### src/rtl/sd_pkg.sv
// sd_pkg: state encoding, default timeout and small helpers shared by the
// SD multi-block read sequencer and its timeout counter.
package sd_pkg;

    typedef enum logic [2:0] {
        ST_IDLE      = 3'd0,
        ST_INIT      = 3'd1,
        ST_WAIT_INIT = 3'd2,
        ST_READ      = 3'd3,
        ST_WAIT_READ = 3'd4,
        ST_NEXT      = 3'd5,
        ST_DONE      = 3'd6,
        ST_ERROR     = 3'd7
    } sd_state_e;

    localparam int SD_TIMEOUT_CYC_DEFAULT = 65535;
    localparam int SD_STATE_DBG_W         = 4;

    // Register width able to hold 0..n-1, never narrower than one bit.
    function automatic int sd_cnt_width(input int n);
        return (n > 1) ? $clog2(n) : 1;
    endfunction

endpackage

### src/rtl/sd_timeout_counter.sv
// sd_timeout_counter: down-counter that flags the TIMEOUT_CYC-th counted
// cycle since the last clear. Cycles with hold=1 are not counted and never
// report expiry, so a stalled reader cannot time out.
module sd_timeout_counter
    import sd_pkg::*;
#(
    parameter int TIMEOUT_CYC = SD_TIMEOUT_CYC_DEFAULT
) (
    input  logic clock,
    input  logic reset,
    input  logic clear,
    input  logic hold,
    output logic expired
);

    localparam int              TW   = sd_cnt_width(TIMEOUT_CYC);
    localparam logic [TW-1:0]   LOAD = TW'(TIMEOUT_CYC - 1);

    logic [TW-1:0] cnt_q, cnt_d;

    // Reload on clear, otherwise count down to the terminal value unless held.
    always_comb begin
        cnt_d = cnt_q;
        if (clear) begin
            cnt_d = LOAD;
        end else if (!hold && (cnt_q != '0)) begin
            cnt_d = cnt_q - 1'b1;
        end
    end

    // Counter register.
    always_ff @(posedge clock) begin
        if (reset) begin
            cnt_q <= LOAD;
        end else begin
            cnt_q <= cnt_d;
        end
    end

    assign expired = (cnt_q == '0) && !hold;

endmodule

### src/rtl/sd_multi_block_sequencer.sv
// sd_multi_block_sequencer: runs card init, then reads block_count blocks
// starting at base_addr, one rd_start per block, with per-phase timeouts.
// Optional init retry: define SD_SEQ_RETRY_EN to allow MAX_RETRY extra
// init attempts; otherwise the first init failure is final.
//
// state      | meaning
// IDLE       | waiting for start
// INIT       | one-cycle init_start pulse
// WAIT_INIT  | waiting for init_done / init_error / timeout
// READ       | one-cycle rd_start pulse, rd_addr valid
// WAIT_READ  | reader active; first cycle ignores rd_busy
// NEXT       | bump blocks_done, pick next block or finish
// DONE       | one-cycle done pulse
// ERROR      | sticky failure, left only by start or reset
module sd_multi_block_sequencer
    import sd_pkg::*;
#(
    parameter int ADDR_W      = 32,
    parameter int CNT_W       = 16,
    parameter int TIMEOUT_CYC = SD_TIMEOUT_CYC_DEFAULT,
    parameter int MAX_RETRY   = 3
) (
    input  logic                      clock,
    input  logic                      reset,
    input  logic                      start,
    input  logic [ADDR_W-1:0]         base_addr,
    input  logic [CNT_W-1:0]          block_count,
    output logic                      init_start,
    input  logic                      init_done,
    input  logic                      init_error,
    output logic                      rd_start,
    output logic [ADDR_W-1:0]         rd_addr,
    input  logic                      rd_busy,
    input  logic                      rd_error,
    input  logic                      fifo_full,
    output logic                      rd_pause,
    output logic                      busy,
    output logic                      done,
    output logic                      error,
    output logic [CNT_W-1:0]          blocks_done,
    output logic [SD_STATE_DBG_W-1:0] state_dbg
);

    sd_state_e          state_q, state_d;
    logic [ADDR_W-1:0]  base_q, base_d;
    logic [CNT_W-1:0]   count_q, count_d;
    logic [CNT_W-1:0]   blocks_q, blocks_d;
    logic [ADDR_W-1:0]  rd_addr_q, rd_addr_d;
    logic               first_q;
    logic               tmo_clear;
    logic               tmo_expired;

`ifdef SD_SEQ_RETRY_EN
    localparam int RW = sd_cnt_width(MAX_RETRY + 1);
    logic [RW-1:0] retry_q, retry_d;
`endif

    assign rd_pause  = (state_q == ST_WAIT_READ) && fifo_full;
    assign tmo_clear = (state_d != state_q);

    sd_timeout_counter #(
        .TIMEOUT_CYC (TIMEOUT_CYC)
    ) u_timeout (
        .clock   (clock),
        .reset   (reset),
        .clear   (tmo_clear),
        .hold    (rd_pause),
        .expired (tmo_expired)
    );

    // Next-state and datapath updates; rd_addr is only recomputed on entry to READ.
    always_comb begin
        state_d   = state_q;
        base_d    = base_q;
        count_d   = count_q;
        blocks_d  = blocks_q;
        rd_addr_d = rd_addr_q;
`ifdef SD_SEQ_RETRY_EN
        retry_d   = retry_q;
`endif
        unique case (state_q)
            ST_IDLE, ST_ERROR: begin
                if (start) begin
                    base_d   = base_addr;
                    count_d  = block_count;
                    blocks_d = '0;
`ifdef SD_SEQ_RETRY_EN
                    retry_d  = '0;
`endif
                    state_d  = (block_count == '0) ? ST_DONE : ST_INIT;
                end
            end
            ST_INIT: state_d = ST_WAIT_INIT;
            ST_WAIT_INIT: begin
                if (init_error || tmo_expired) begin
`ifdef SD_SEQ_RETRY_EN
                    if (retry_q < RW'(MAX_RETRY)) begin
                        retry_d = retry_q + 1'b1;
                        state_d = ST_INIT;
                    end else begin
                        state_d = ST_ERROR;
                    end
`else
                    state_d = ST_ERROR;
`endif
                end else if (init_done) begin
                    state_d = ST_READ;
                end
            end
            ST_READ: state_d = ST_WAIT_READ;
            ST_WAIT_READ: begin
                if (rd_error || tmo_expired) begin
                    state_d = ST_ERROR;
                end else if (!first_q && !rd_busy) begin
                    state_d = ST_NEXT;
                end
            end
            ST_NEXT: begin
                blocks_d = blocks_q + 1'b1;
                state_d  = (blocks_d == count_q) ? ST_DONE : ST_READ;
            end
            ST_DONE: state_d = ST_IDLE;
            default: state_d = ST_IDLE;
        endcase
        if (state_d == ST_READ) begin
            rd_addr_d = base_d + ADDR_W'(blocks_d);
        end
    end

    // State and datapath registers with synchronous reset.
    always_ff @(posedge clock) begin
        if (reset) begin
            state_q   <= ST_IDLE;
            base_q    <= '0;
            count_q   <= '0;
            blocks_q  <= '0;
            rd_addr_q <= '0;
            first_q   <= 1'b0;
`ifdef SD_SEQ_RETRY_EN
            retry_q   <= '0;
`endif
        end else begin
            state_q   <= state_d;
            base_q    <= base_d;
            count_q   <= count_d;
            blocks_q  <= blocks_d;
            rd_addr_q <= rd_addr_d;
            first_q   <= (state_q == ST_READ);
`ifdef SD_SEQ_RETRY_EN
            retry_q   <= retry_d;
`endif
        end
    end

    assign init_start  = (state_q == ST_INIT);
    assign rd_start    = (state_q == ST_READ);
    assign done        = (state_q == ST_DONE);
    assign error       = (state_q == ST_ERROR);
    assign busy        = (state_q != ST_IDLE);
    assign rd_addr     = rd_addr_q;
    assign blocks_done = blocks_q;
    assign state_dbg   = SD_STATE_DBG_W'(state_q);

endmodule

### config.mk
export PLATFORM = sky130hd
export DESIGN_NAME = sd_multi_block_sequencer
export DESIGN_NICKNAME = d
export VERILOG_FILES = /design/src/rtl/sd_pkg.sv /design/src/rtl/sd_timeout_counter.sv /design/src/rtl/sd_multi_block_sequencer.sv
export SDC_FILE = /design/constraint.sdc
export NUM_CORES = 1
export LEC_CHECK = 0
export ABC_CLOCK_PERIOD_IN_PS = 7050
export CAP_MARGIN = 20
export CELL_PAD_IN_SITES_DETAIL_PLACEMENT = 1
export CELL_PAD_IN_SITES_GLOBAL_PLACEMENT = 1
export CORE_UTILIZATION = 26
export DETAILED_ROUTE_END_ITERATION = 8
export PLACE_DENSITY_LB_ADDON = 0.1
export SLEW_MARGIN = 30
export SYNTH_ARGS = -nofsm -noshare
export SYNTH_HDL_FRONTEND = slang
export SYNTH_HIERARCHICAL = 1
export SYNTH_SLANG_ARGS = --single-unit
### constraint.sdc
create_clock -name clock -period 7.05 [get_ports clock]
set_clock_uncertainty 0.1 [all_clocks]
set_input_delay 0.705 -clock clock [delete_from_list [all_inputs] [get_ports clock]]
set_output_delay 0.705 -clock clock [all_outputs]
set_load 0.02 [all_outputs]
==> results of run 1 <==
logic make-up after synthesis:
| logic type | after synthesis | synth area share (%) |
|---|---|---|
| fa+ha+maj | 19 | 3.551 |
| other cells | 1 | 0.05486 |
| buf+inv | 69 | 4.412 |
| flops | 116 | 33.97 |
| xor+xnor | 41 | 5.253 |
| mux | 30 | 4.466 |
| compound gates | 193 | 18.40 |
| simple gates | 388 | 29.89 |
power groups by stage:
stage	clock (mW)	combinational [mW]	sequential [mW]
6_report	0.885	1.05	0.844
5_1_grt	0.942	1.15	0.860
4_1_cts	0.909	1.06	0.845
3_5_place_dp	0	1.05	0.857
3_3_place_gp	0	1.05	0.859
2_1_floorplan	0	0.686	0.866
worst min-delay path by stage:
| stage | start | slack, ns | end | cells past startpoint |
|---|---|---|---|---|
| after floorplan | base_q[0]$_SDFF_PP0_ | 0.34 | base_q[0]$_SDFF_PP0_ | 2 |
| after global placement | base_q[8]$_SDFF_PP0_ | 0.35 | base_q[8]$_SDFF_PP0_ | 2 |
| after detailed placement | base_q[9]$_SDFF_PP0_ | 0.36 | base_q[9]$_SDFF_PP0_ | 2 |
| after CTS | base_q[9]$_SDFF_PP0_ | 0.37 | base_q[9]$_SDFF_PP0_ | 2 |
| after global routing | base_q[2]$_SDFF_PP0_ | 0.39 | base_q[2]$_SDFF_PP0_ | 2 |
| final | base_q[9]$_SDFF_PP0_ | 0.37 | base_q[9]$_SDFF_PP0_ | 2 |
cell type report:
cell class                 count  area share [%]
timing repair buffer         119           13.32
sequential                   116           26.40
clock buffer                  17           4.837
clock inverter                15           1.849
tap                          330           4.695
multi-input combinational    672           47.96
inverter                      22          0.9390
state kept, by name, indices dropped and copies added (netlist names):
| register | flops |
|---|---|
| u_timeout/cnt_q | 16 |
| blocks_done | 16 |
| rd_addr | 32 |
| base_q | 32 |
| count_q | 16 |
| state_q | 3 |
| first_q | 1 |
cells in the mapped netlist, types with 6 or more instances:
library cell	count	area (um2)
nand2_1	118	442.9
dfxtp_1	116	2322
nor2_1	74	277.8
a21oi_1	56	280.3
o21ai_0	41	205.2
clkbuf_1	35	131.4
xnor2_1	29	254.0
mux2i_1	26	260.3
nand3_1	24	120.1
nor3_1	24	120.1
inv_1	22	82.58
nor2b_1	20	125.1
ha_1	17	212.7
a211oi_1	16	120.1
nand4_1	15	93.84
nand3b_1	14	105.1
or4_1	13	97.59
nand2b_1	12	75.07
xor2_1	12	105.1
a31oi_1	11	68.82
nor4_1	11	68.82
or3_1	11	68.82
and4_1	9	78.83
a21o_1	8	60.06
o31ai_1	8	60.06
and3_1	6	37.54
nor3b_1	6	45.04
o311ai_0	6	52.55
critical path: cells and delay by family (launching register included):
kind | cells | cell delay (ns)
AOI/OAI and AO/OA | 7 | 1.75
xor gates and xnor gates | 1 | 0.18
adders and majority gates | 2 | 0.81
DFF | 1 | 0.82
and+or+nand+nor | 5 | 1.49
metal layers:
metal | up-vias | GRT usage, %
met5 | - | 0
met4 | 0 | 3.662
met2 | 108 | 27.75
met1 | 3097 | 25.63
met3 | 10 | 3.611
li1 | 3300 | -
==> reports/qor.txt, run 1 <==
CELLS AND AREA
-------------------------------------------------------------------------------------------
Net count, final                                                                       1022
Finished Core Util                                                                   34.53%
Fraction of layout instances using a drive strength above 1                          7.284%
Combined area of the multi-input logic cells                                   0.004218 mm2
Area Growth Syn to Fin                                                               28.67%
Final instance area                                                            0.008795 mm2
Number of non-filler instances in the completed layout                                 1291
Leading cell type in the layout, fill and taps excluded                             nand2_1
Ant diodes                                                                                0
Area taken by flip-flops and latches                                           0.002322 mm2
Leading cell types in the layout, fill and taps excluded                       nand2_1 (118), dfxtp_1 (116), clkdlybuf4s50_1 (111)
Total of fill cells in the finished design                                             3003

YOSYS
-------------------------------------------------------------------------------------------
Library cells used by synthesis                                                          78
Post-Syn Nets                                                                           931
Post-synthesis sequential element count                                                 116
Share of the yosys chip area belonging to registers                                  33.97%
Number of cells produced by synthesis                                                   857
Number of enable-type register cells in the synthesized netlist                           0
Main flop type after synthesis                                                      dfxtp_1
Synth warnings                                                                            6
Fraction of registers with async set/reset                                               0%
Netlist area before placement                                                  0.006835 mm2
Average footprint of a synthesized cell                                           7.976 um2

TIMING
-------------------------------------------------------------------------------------------
Final Critical Period                                                              5.234 ns
RSZ-0062 raised after global routing                                                     no
Total setup violations reported at the end of the flow                                    0
Final hold violations                                                                     0
Final setup TNS                                                                        0 ns
Final clock period utilization by the worst path                                     74.25%
Relative slew margins                                                                40.91%
Transition time at the pin with the least slew margin                             0.8863 ns
Setup ws final                                                                     1.816 ns
Max Clock Freq                                                                    191.0 MHz
Max-slew violation total from the final report                                            0
Hold slack                                                                        0.3654 ns

WORST SETUP PATH
-------------------------------------------------------------------------------------------
Critical path class                                                                 reg2reg
Reg2reg end                                                                    rd_addr[27]$_SDFFE_PP0N_
Worst setup path startpoint                                                    state_q[1]$_SDFF_PP0_
Startpoint Class                                                                  flip-flop
Reg-to-reg setup timing slack                                                       1.82 ns
Slowest cell on crit path                                                           dfxtp_1
Slowest Stage Delay on Critical Path                                                0.82 ns
Crit path arrival time                                                              5.48 ns
FF-to-FF Start                                                                 state_q[1]$_SDFF_PP0_
Cell-by-cell listing of the critical path                                      nand3b_1, nand3_1, o21ai_0, nand2_1, o21ai_0, ha_1, a21oi_1, o21ai_0, nand3_1, o21ai_0, maj3_1, a311oi_1, nor4b_1, xor2_1, a211oi_1
Worst R2R Path Depth                                                                     15
Most common cell on crit path                                                       o21ai_0
Kind of end point of the critical path                                            flip-flop
Critical path peak fanout                                                                22
Critical Path RT                                                                    7.29 ns
CP Capture Point                                                               rd_addr[27]$_SDFFE_PP0N_

PWR
-------------------------------------------------------------------------------------------
P_sw                                                                               1.113 mW
Portion of total power attributed to sequential cells                                 30.4%
Logic gate share of total power                                                       37.7%
Leakage power total                                                                3.198 nW
Total power density per cell area                                              315.5 mW/mm2
Worst ir drop on vdd                                                              0.1442 mV
Clock share of power                                                                  31.9%
Power, Total                                                                       2.775 mW
Switching share of total power                                                       40.10%
Design internal power                                                              1.662 mW

GLOBAL ROUTING
-------------------------------------------------------------------------------------------
Number of global-route vias before repair                                              6512
First-pass GRT wire length                                                         37.06 mm
Remaining global-route overflow                                                           0
Number of antenna violations at the first check in global routing                         0
Gr usage total                                                                       17.98%
Largest net degree at the start of global routing                                        65

PLACEMENT
-------------------------------------------------------------------------------------------
Post-placement setup slack                                                         1.357 ns
Port buffer count                                                                       112
Placed cell areas                                                              0.008207 mm2
Weighted congestion reported at the end of routability-driven placement              0.8150
DP Cell Count                                                                          1259
Estimated wirelength of the detail-placed design                                   17.21 mm

ROUTE
-------------------------------------------------------------------------------------------
Met1 routed wirelength after detailed routing                                      12.12 mm
Routed WL                                                                          23.27 mm
Count of antenna-violating nets left after detailed routing                               0
Via count                                                                              6515
WL met2                                                                            10.25 mm
Length of routed met3 wiring                                                         714 um
WL per Instance                                                                    18.03 um
Via count normalized by instance count                                                5.046
DRC                                                                                       0
First-pass DRT Iterations                                                                 6
Highest routing layer actually used                                                    met4
Number of design-rule violations left by the first detailed-router iteration            377

DIE
-------------------------------------------------------------------------------------------
Starting density of the core                                                         26.83%
Number of placed I/O pins                                                               114
Num rows                                                                                 58
Core box area                                                                   0.02547 mm2
Width of the die                                                                   164.1 um
Total Die Area                                                                  0.02694 mm2
Chip height                                                                        164.1 um

CTS
-------------------------------------------------------------------------------------------
CTS tree                                                                                yes
Maximum number of buffers from clock root to sink                                         2
Count of clock tree sinks                                                               116
Total of cells resized after clock tree synthesis                                         0
Hold bufs inserted after CTS                                                              0
Insertion delay of the later-clocked pin in the worst-skew pair                     0.42 ns
CTS clk-pin slew, worst paths                                                       0.07 ns
Clock root buffer                                                                 clkbuf_16
Number of buffers inserted during clock tree synthesis                                   17
Deepest level of the CTS H-tree                                                           4
Setup bufs post-CTS                                                                       0

OUTCOME
-------------------------------------------------------------------------------------------
Run status                                                                     finished, final reports clean

MIN PATH
-------------------------------------------------------------------------------------------
Class of the most critical hold timing path                                         reg2reg

FLOW RUN
-------------------------------------------------------------------------------------------
Max Cap Viol                                                                              0

Power figures use the tool's default switching activity.
==> run 2: changes to the inputs <==
Settings changed: ABC_CLOCK_PERIOD_IN_PS 7050 to 4850.
Clock period 7.05 ns to 4.85 ns, I/O delays scaled along.
==> run 2 against run 1 <==
  * Sequential cell count unchanged
  * Routed wire length up 2.1%
  * Largest cell class unchanged
  * Register-to-register slack worse by 1.2 ns
  * Sequential power up 43%
==> reports/qor.txt, run 2 (same netlist as run 1, synthesis figures left out) <==
CELLS AND AREA
-------------------------------------------------------------------------------------------
Leading cell type in the layout, fill and taps excluded                             nand2_1
Leading cell types in the layout, fill and taps excluded                       nand2_1 (118), dfxtp_1 (116), clkdlybuf4s50_1 (111)
Ant diodes                                                                                0   unchanged
Net count, final                                                                       1061   +3.8%
Area Growth Syn to Fin                                                               33.26%
Fraction of layout instances using a drive strength above 1                          10.80%   +3.5 points

OUTCOME
-------------------------------------------------------------------------------------------
Run status                                                                     finished, final reports clean

ROUTE
-------------------------------------------------------------------------------------------
Via count normalized by instance count                                                4.962   -1.7%
Count of antenna-violating nets left after detailed routing                               0   unchanged
Routed WL                                                                          23.76 mm   +2.1%
WL per Instance                                                                    17.86 um   -0.90%
DRC                                                                                       0   unchanged
Number of design-rule violations left by the first detailed-router iteration            274   -27%
First-pass DRT Iterations                                                                 4   -2
Via count                                                                              6600   +1.3%

PWR
-------------------------------------------------------------------------------------------
Total power density per cell area                                              458.4 mW/mm2   +45%
Logic gate share of total power                                                       39.4%   +1.7 points
P_sw                                                                               1.589 mW   +43%
Portion of total power attributed to sequential cells                                 29.0%   -1.4 points
Design internal power                                                              2.586 mW   +56%
Clock share of power                                                                  31.6%   -0.3 points
Power, Total                                                                       4.175 mW   +50%
Switching share of total power                                                       38.05%   -2.0 points
Leakage power total                                                                3.401 nW   +6.3%
Worst ir drop on vdd                                                              0.1901 mV   +32%

TIMING
-------------------------------------------------------------------------------------------
Hold slack                                                                        0.3654 ns   +0.00003200 ns
Max Clock Freq                                                                    227.4 MHz
Final hold violations                                                                     0   unchanged
Final clock period utilization by the worst path                                     90.67%
Relative slew margins                                                                54.57%   +14 points
Total setup violations reported at the end of the flow                                    0   unchanged
Max-slew violation total from the final report                                            0   unchanged
RSZ-0062 raised after global routing                                                     no
Final Critical Period                                                              4.397 ns
Transition time at the pin with the least slew margin                             0.6727 ns   -0.2137 ns

GLOBAL ROUTING
-------------------------------------------------------------------------------------------
GR Layer Usage met1                                                                  26.11%   +0.48 points
Number of antenna violations at the first check in global routing                         0   unchanged
Number of global-route vias before repair                                              6679   +2.6%
Remaining global-route overflow                                                           0   unchanged
Gr usage total                                                                       18.34%   +0.36 points
Met2 Resource Use GR                                                                 28.33%   +0.58 points
Global-route layer with the greatest usage                                             met2
Largest net degree at the start of global routing                                        61   -6.2%
Met3 capacity usage during global routing                                            3.232%   -0.38 points
First-pass GRT wire length                                                         37.96 mm   +2.4%

PLACEMENT
-------------------------------------------------------------------------------------------
Port buffer count                                                                       112   unchanged
Weighted congestion reported at the end of routability-driven placement              0.7974   -2.2%
Estimated wirelength of the detail-placed design                                   17.92 mm   +4.2%

CTS
-------------------------------------------------------------------------------------------
Maximum number of buffers from clock root to sink                                         2   unchanged
Total of cells resized after clock tree synthesis                                         0   unchanged
Hold bufs inserted after CTS                                                              0   unchanged
Clock root buffer                                                                 clkbuf_16
Deepest level of the CTS H-tree                                                           4   unchanged
Count of clock tree sinks                                                               116   unchanged
CTS clk-pin slew, worst paths                                                       0.06 ns   about the same
Insertion delay of the later-clocked pin in the worst-skew pair                     0.42 ns   about the same
Number of buffers inserted during clock tree synthesis                                   17   unchanged
CTS tree                                                                                yes
Setup bufs post-CTS                                                                       0   unchanged

WORST SETUP PATH
-------------------------------------------------------------------------------------------
Critical path class                                                                  in2reg
FF-to-FF Start                                                                 state_q[1]$_SDFF_PP0_
Kind of end point of the critical path                                            flip-flop
Startpoint Class                                                               primary input
Reg-to-reg setup timing slack                                                       0.64 ns   -1.18 ns
Critical path peak fanout                                                                 5   -77%
Reg2reg end                                                                    rd_addr[18]$_SDFFE_PP0N_
Crit path arrival time                                                              4.60 ns   -0.88 ns
Worst R2R Path Depth                                                                     16   +1
Critical Path RT                                                                    5.05 ns   -2.24 ns

DIE
-------------------------------------------------------------------------------------------
Chip height                                                                        164.1 um   unchanged
Width of the die                                                                   164.1 um   unchanged
Starting density of the core                                                         26.83%   unchanged
Number of placed I/O pins                                                               114   unchanged
Core box area                                                                   0.02547 mm2   unchanged
Num rows                                                                                 58   unchanged
Total Die Area                                                                  0.02694 mm2   unchanged

MIN PATH
-------------------------------------------------------------------------------------------
Endpoint of the worst hold path                                                base_q[15]$_SDFF_PP0_
Hold Crit Depth                                                                           2   unchanged
Start point of the worst hold path                                             base_q[15]$_SDFF_PP0_
Class of the most critical hold timing path                                         reg2reg

FLOW RUN
-------------------------------------------------------------------------------------------
Max Cap Viol                                                                              0   unchanged

run 2: cell types whose count changed in the layout (fill, tap and decap cells not counted), sizes merged:
cell and delta:
buf +39, bufinv +1, clkbuf +3, clkinv +2
inv -6
run 2: stage by stage:
stage	setup TNS [ns]	utilization [%]	instances	cell area (um2)	setup WS, ns
global placement	0	33.36	1298	8497	0.1473
finish	0	35.76	1330	9109	0.4527
CTS	0	35.76	1330	9109	0.4318
detailed placement	-0.007038	33.36	1298	8497	-0.007038
floorplan	0	-	857	6837	0.05104
global route	0	35.76	1330	9109	0.06380
run 2: worst max path at each step:
stage	from	end	slack [ns]	cells after the start
floorplan	state_q[0]$_SDFF_PP0_	rd_addr[20]$_SDFFE_PP0N_	0.05	21
global placement	start	rd_addr[31]$_SDFFE_PP0N_	0.15	17
detailed placement	start	rd_addr[31]$_SDFFE_PP0N_	-0.007	17
CTS	start	rd_addr[27]$_SDFFE_PP0N_	0.43	17
global route	start	rd_addr[31]$_SDFFE_PP0N_	0.06	17
finish	start	rd_addr[31]$_SDFFE_PP0N_	0.45	17
run 2: worst max-delay path, cell delays in order:
cell and delay [ns]:
clkdlybuf4s50_1 0.60, nor4b_2 0.46, nor3_1 0.18, buf_4 0.18
o21ai_0 0.16, o31ai_1 0.12, ha_1 0.35, o21ai_0 0.12
o211ai_1 0.21, nand3_1 0.15, o21ai_0 0.19, maj3_1 0.32
a311oi_1 0.14, buf_4 0.18, or4_1 0.55, nand3b_1 0.11
o221ai_1 0.11
run 2: area by class of cell:
type / instances / area (um2)
fill: 2989 / 16360
inverter: 22 / 82.58
clock inverter: 12 / 145.1
tap: 330 / 412.9
clock buffer: 20 / 466.7
multi-input combinational: 672 / 4215
timing repair buffer: 158 / 1464
sequential: 116 / 2322
run 2: layer usage:
metal	wire [um]	share of wire, %
met1	12140	51
met2	10560	44
met3	834	3.5
met4	225	0.95
met5	0	0
run 2: power groups by stage:
stage / clock network, mW / registers [mW] / logic (mW)
after CTS: 1.36 / 1.21 / 1.67
after detailed placement: 0 / 1.23 / 1.66
after global routing: 1.40 / 1.23 / 1.83
after floorplan: 0 / 1.26 / 0.999
final: 1.32 / 1.21 / 1.64
after global placement: 0 / 1.23 / 1.65
==> run 3: changes to the inputs <==
Settings changed: DONT_BUFFER_PORTS set to 1.
==> run 3 against run 2 <==
  * Core utilization down 4.7 points
  * First-iteration DRC count grew 4.0%
  * Clock power grew 3%
  * Final cell count down 9.4%
  * Routed wire length increased by 1.4%
  * Sequential share of layout area increased by 3.8 points
  * Final area down 13%
  * Sequential cell count is the same
  * Largest power group unchanged
  * Maximum frequency is 3.0% lower
==> reports/qor.txt, run 3 (same netlist as run 1, synthesis figures left out) <==
OUTCOME
-------------------------------------------------------------------------------------------
Run status                                                                     finished, final reports clean

TIMING
-------------------------------------------------------------------------------------------
Transition time at the pin with the least slew margin                             0.7472 ns   +0.07457 ns
Total setup violations reported at the end of the flow                                    0   unchanged
RSZ-0062 raised after global routing                                                     no
Final hold violations                                                                     0   unchanged
Max-slew violation total from the final report                                            0   unchanged
Hold slack                                                                       0.03468 ns   -0.3308 ns
Final clock period utilization by the worst path                                     93.44%   +2.8 points
Relative slew margins                                                                50.08%   -4.5 points
Max Clock Freq                                                                    220.7 MHz   -3.0%
Final Critical Period                                                              4.532 ns   +0.1345 ns

GLOBAL ROUTING
-------------------------------------------------------------------------------------------
Number of antenna violations at the first check in global routing                         1   +1
Gr usage total                                                                       18.38%   +0.033 points
Number of global-route vias before repair                                              6628   -0.76%
Largest net degree at the start of global routing                                       108   +77%
First-pass GRT wire length                                                         37.67 mm   -0.76%
Remaining global-route overflow                                                           0   unchanged

PWR
-------------------------------------------------------------------------------------------
Total power density per cell area                                              505.4 mW/mm2   +10%
Worst ir drop on vdd                                                              0.1872 mV   -1.5%
Logic gate share of total power                                                       34.4%   -5.0 points
Power, Total                                                                       4.003 mW   -4.1%
Leakage power total                                                                2.939 nW   -14%
Portion of total power attributed to sequential cells                                 31.6%   +2.6 points
Design internal power                                                              2.411 mW   -6.8%
Switching share of total power                                                       39.77%   +1.7 points
Clock share of power                                                                  34.0%   +2.4 points
P_sw                                                                               1.592 mW   +0.21%

CELLS AND AREA
-------------------------------------------------------------------------------------------
Area taken by flip-flops and latches                                           0.002322 mm2   unchanged
Net count, final                                                                        936   -12%
Area Growth Syn to Fin                                                               15.89%
Fraction of layout instances using a drive strength above 1                          11.20%   +0.40 points
Leading cell types in the layout, fill and taps excluded                       nand2_1 (118), dfxtp_1 (116), nor2_1 (73)
Total of fill cells in the finished design                                             3009   +0.67%
Leading cell type in the layout, fill and taps excluded                             nand2_1
Combined area of the multi-input logic cells                                   0.004233 mm2   +0.42%
Ant diodes                                                                                0   unchanged

WORST SETUP PATH
-------------------------------------------------------------------------------------------
Crit path arrival time                                                              4.74 ns   +0.14 ns
Worst R2R Path Depth                                                                     17   +1
Slowest cell on crit path                                                             or4_1
Critical path's top delay family                                               simple AND/OR/NAND/NOR gates
Critical path class                                                                 reg2reg
Kind of end point of the critical path                                            flip-flop
Worst setup path startpoint                                                    state_q[2]$_SDFF_PP0_
Most common cell on crit path                                                       nand2_1
Startpoint Class                                                                  flip-flop
Critical path peak fanout                                                                 8   +3
Cell-by-cell listing of the critical path                                      and4_1, nor3_2, nand2_1, o21ai_1, ha_1, inv_1, fa_1, nor2b_1, o21ai_0, nand2b_1, a211oi_1, o31a_1, o311ai_2, buf_4, nand2_1, or4_1, o311ai_0
Slowest Stage Delay on Critical Path                                                0.53 ns   -0.07 ns
Reg2reg end                                                                    rd_addr[20]$_SDFFE_PP0N_
FF-to-FF Start                                                                 state_q[2]$_SDFF_PP0_
Buf/Inv on CP                                                                             2   -1
Critical Path RT                                                                    5.06 ns   about the same
Reg-to-reg setup timing slack                                                       0.32 ns   -0.32 ns

CTS
-------------------------------------------------------------------------------------------
Insertion delay of the later-clocked pin in the worst-skew pair                     0.42 ns   about the same
Deepest level of the CTS H-tree                                                           4   unchanged
CTS clk-pin slew, worst paths                                                       0.07 ns   about the same
Maximum number of buffers from clock root to sink                                         2   unchanged
Number of buffers inserted during clock tree synthesis                                   17   unchanged
Count of clock tree sinks                                                               116   unchanged
Hold bufs inserted after CTS                                                              0   unchanged
CTS tree                                                                                yes
Clock root buffer                                                                 clkbuf_16

MIN PATH
-------------------------------------------------------------------------------------------
Start point of the worst hold path                                                    reset
Endpoint of the worst hold path                                                base_q[25]$_SDFF_PP0_
Class of the most critical hold timing path                                          in2reg
Hold Crit Depth                                                                           1   -1

DIE
-------------------------------------------------------------------------------------------
Chip height                                                                        164.1 um   unchanged
Core box area                                                                   0.02547 mm2   unchanged
Width of the die                                                                   164.1 um   unchanged
Starting density of the core                                                         26.83%   unchanged
Num rows                                                                                 58   unchanged
Total Die Area                                                                  0.02694 mm2   unchanged
Number of placed I/O pins                                                               114   unchanged

PLACEMENT
-------------------------------------------------------------------------------------------
Estimated wirelength of the detail-placed design                                   18.09 mm   +0.93%
Port buffer count                                                                         0   -100%
Weighted congestion reported at the end of routability-driven placement              0.8279   +3.8%

ROUTE
-------------------------------------------------------------------------------------------
Count of antenna-violating nets left after detailed routing                               0   unchanged
Via count normalized by instance count                                                5.271   +6.2%
Via count                                                                              6351   -3.8%
Number of design-rule violations left by the first detailed-router iteration            285   +4.0%
Routed WL                                                                          24.10 mm   +1.4%
First-pass DRT Iterations                                                                 6   +2
DRC                                                                                       0   unchanged
WL per Instance                                                                    20.00 um   +12%

FLOW RUN
-------------------------------------------------------------------------------------------
Max Cap Viol                                                                              0   unchanged

run 3: changes by cell type in the layout (fill, tap and decap cells not counted), moves of 3 or more:
cell | previous run | this run
clkinv_4 | 5 | 2
clkdlybuf4s50_1 | 111 | 0
clkbuf_8 | 3 | 0
inv_6 | 3 | 6
buf_4 | 47 | 32
run 3: metrics by stage:
stage               setup TNS (ns)  cells  util (%)  worst slack [ns]  area, um2
floorplan                        0    857         -           0.05104       6837
global placement                 0   1171     28.52           0.05817       7266
detailed placement         -0.2098   1171     28.52           -0.1548       7266
CTS                              0   1203     30.98           0.05384       7891
global route                     0   1205     31.10           0.01841       7921
finish                           0   1205     31.10            0.3182       7921
run 3: area by class of cell:
type	count	area share, %
Sequential cell	116	29.32
Tap cell	330	5.212
Multi-Input combinational cell	672	53.44
Timing Repair Buffer	33	3.175
Inverter	22	1.042
Clock inverter	15	2.448
Clock buffer	17	5.370
run 3: layer usage:
metal | track usage, % | routed length, um | vias to the layer above
met5 | 0 | 18 | -
met4 | 5.429 | 410 | 2
met3 | 5.707 | 1450 | 26
met2 | 29.40 | 10930 | 127
met1 | 23.50 | 11290 | 3071
li1 | - | - | 3125
run 3: worst max path at each step:
stage	endpoint	slack, ns	cells after the start
finish	rd_addr[20]$_SDFFE_PP0N_	0.32	17
global route	rd_addr[20]$_SDFFE_PP0N_	0.02	19
CTS	rd_addr[27]$_SDFFE_PP0N_	0.05	15
detailed placement	rd_addr[27]$_SDFFE_PP0N_	-0.15	15
global placement	rd_addr[20]$_SDFFE_PP0N_	0.06	17
floorplan	rd_addr[20]$_SDFFE_PP0N_	0.05	21
run 3: repair_timing:
item / in CTS / in global routing
cloned: 0 / 0
endpoints found under the setup margin: 4 / 10
endpoints found under the hold margin: 0 / 0
pin swaps: 0 / 1
resized for setup: 1 / 5
buffers inserted: 0 / 2
run 3: power groups by stage:
| stage | Combinational, mW | Clock (mW) | Sequential (mW) |
|---|---|---|---|
| floorplan | 0.999 | 0 | 1.26 |
| global placement | 1.35 | 0 | 1.28 |
| detailed placement | 1.38 | 0 | 1.29 |
| CTS | 1.39 | 1.40 | 1.27 |
| global route | 1.54 | 1.45 | 1.28 |
| finish | 1.38 | 1.36 | 1.26 |
run 3: worst reg2reg max path: stages (launching register included):
cell and delay [ns]:
dfxtp_1 0.38, and4_1 0.35, nor3_2 0.41, nand2_1 0.10, o21ai_1 0.24, ha_1 0.28
inv_1 0.07, fa_1 0.41, nor2b_1 0.12, o21ai_0 0.08, nand2b_1 0.14, a211oi_1 0.12
o31a_1 0.37, o311ai_2 0.29, buf_4 0.21, nand2_1 0.14, or4_1 0.53, o311ai_0 0.10
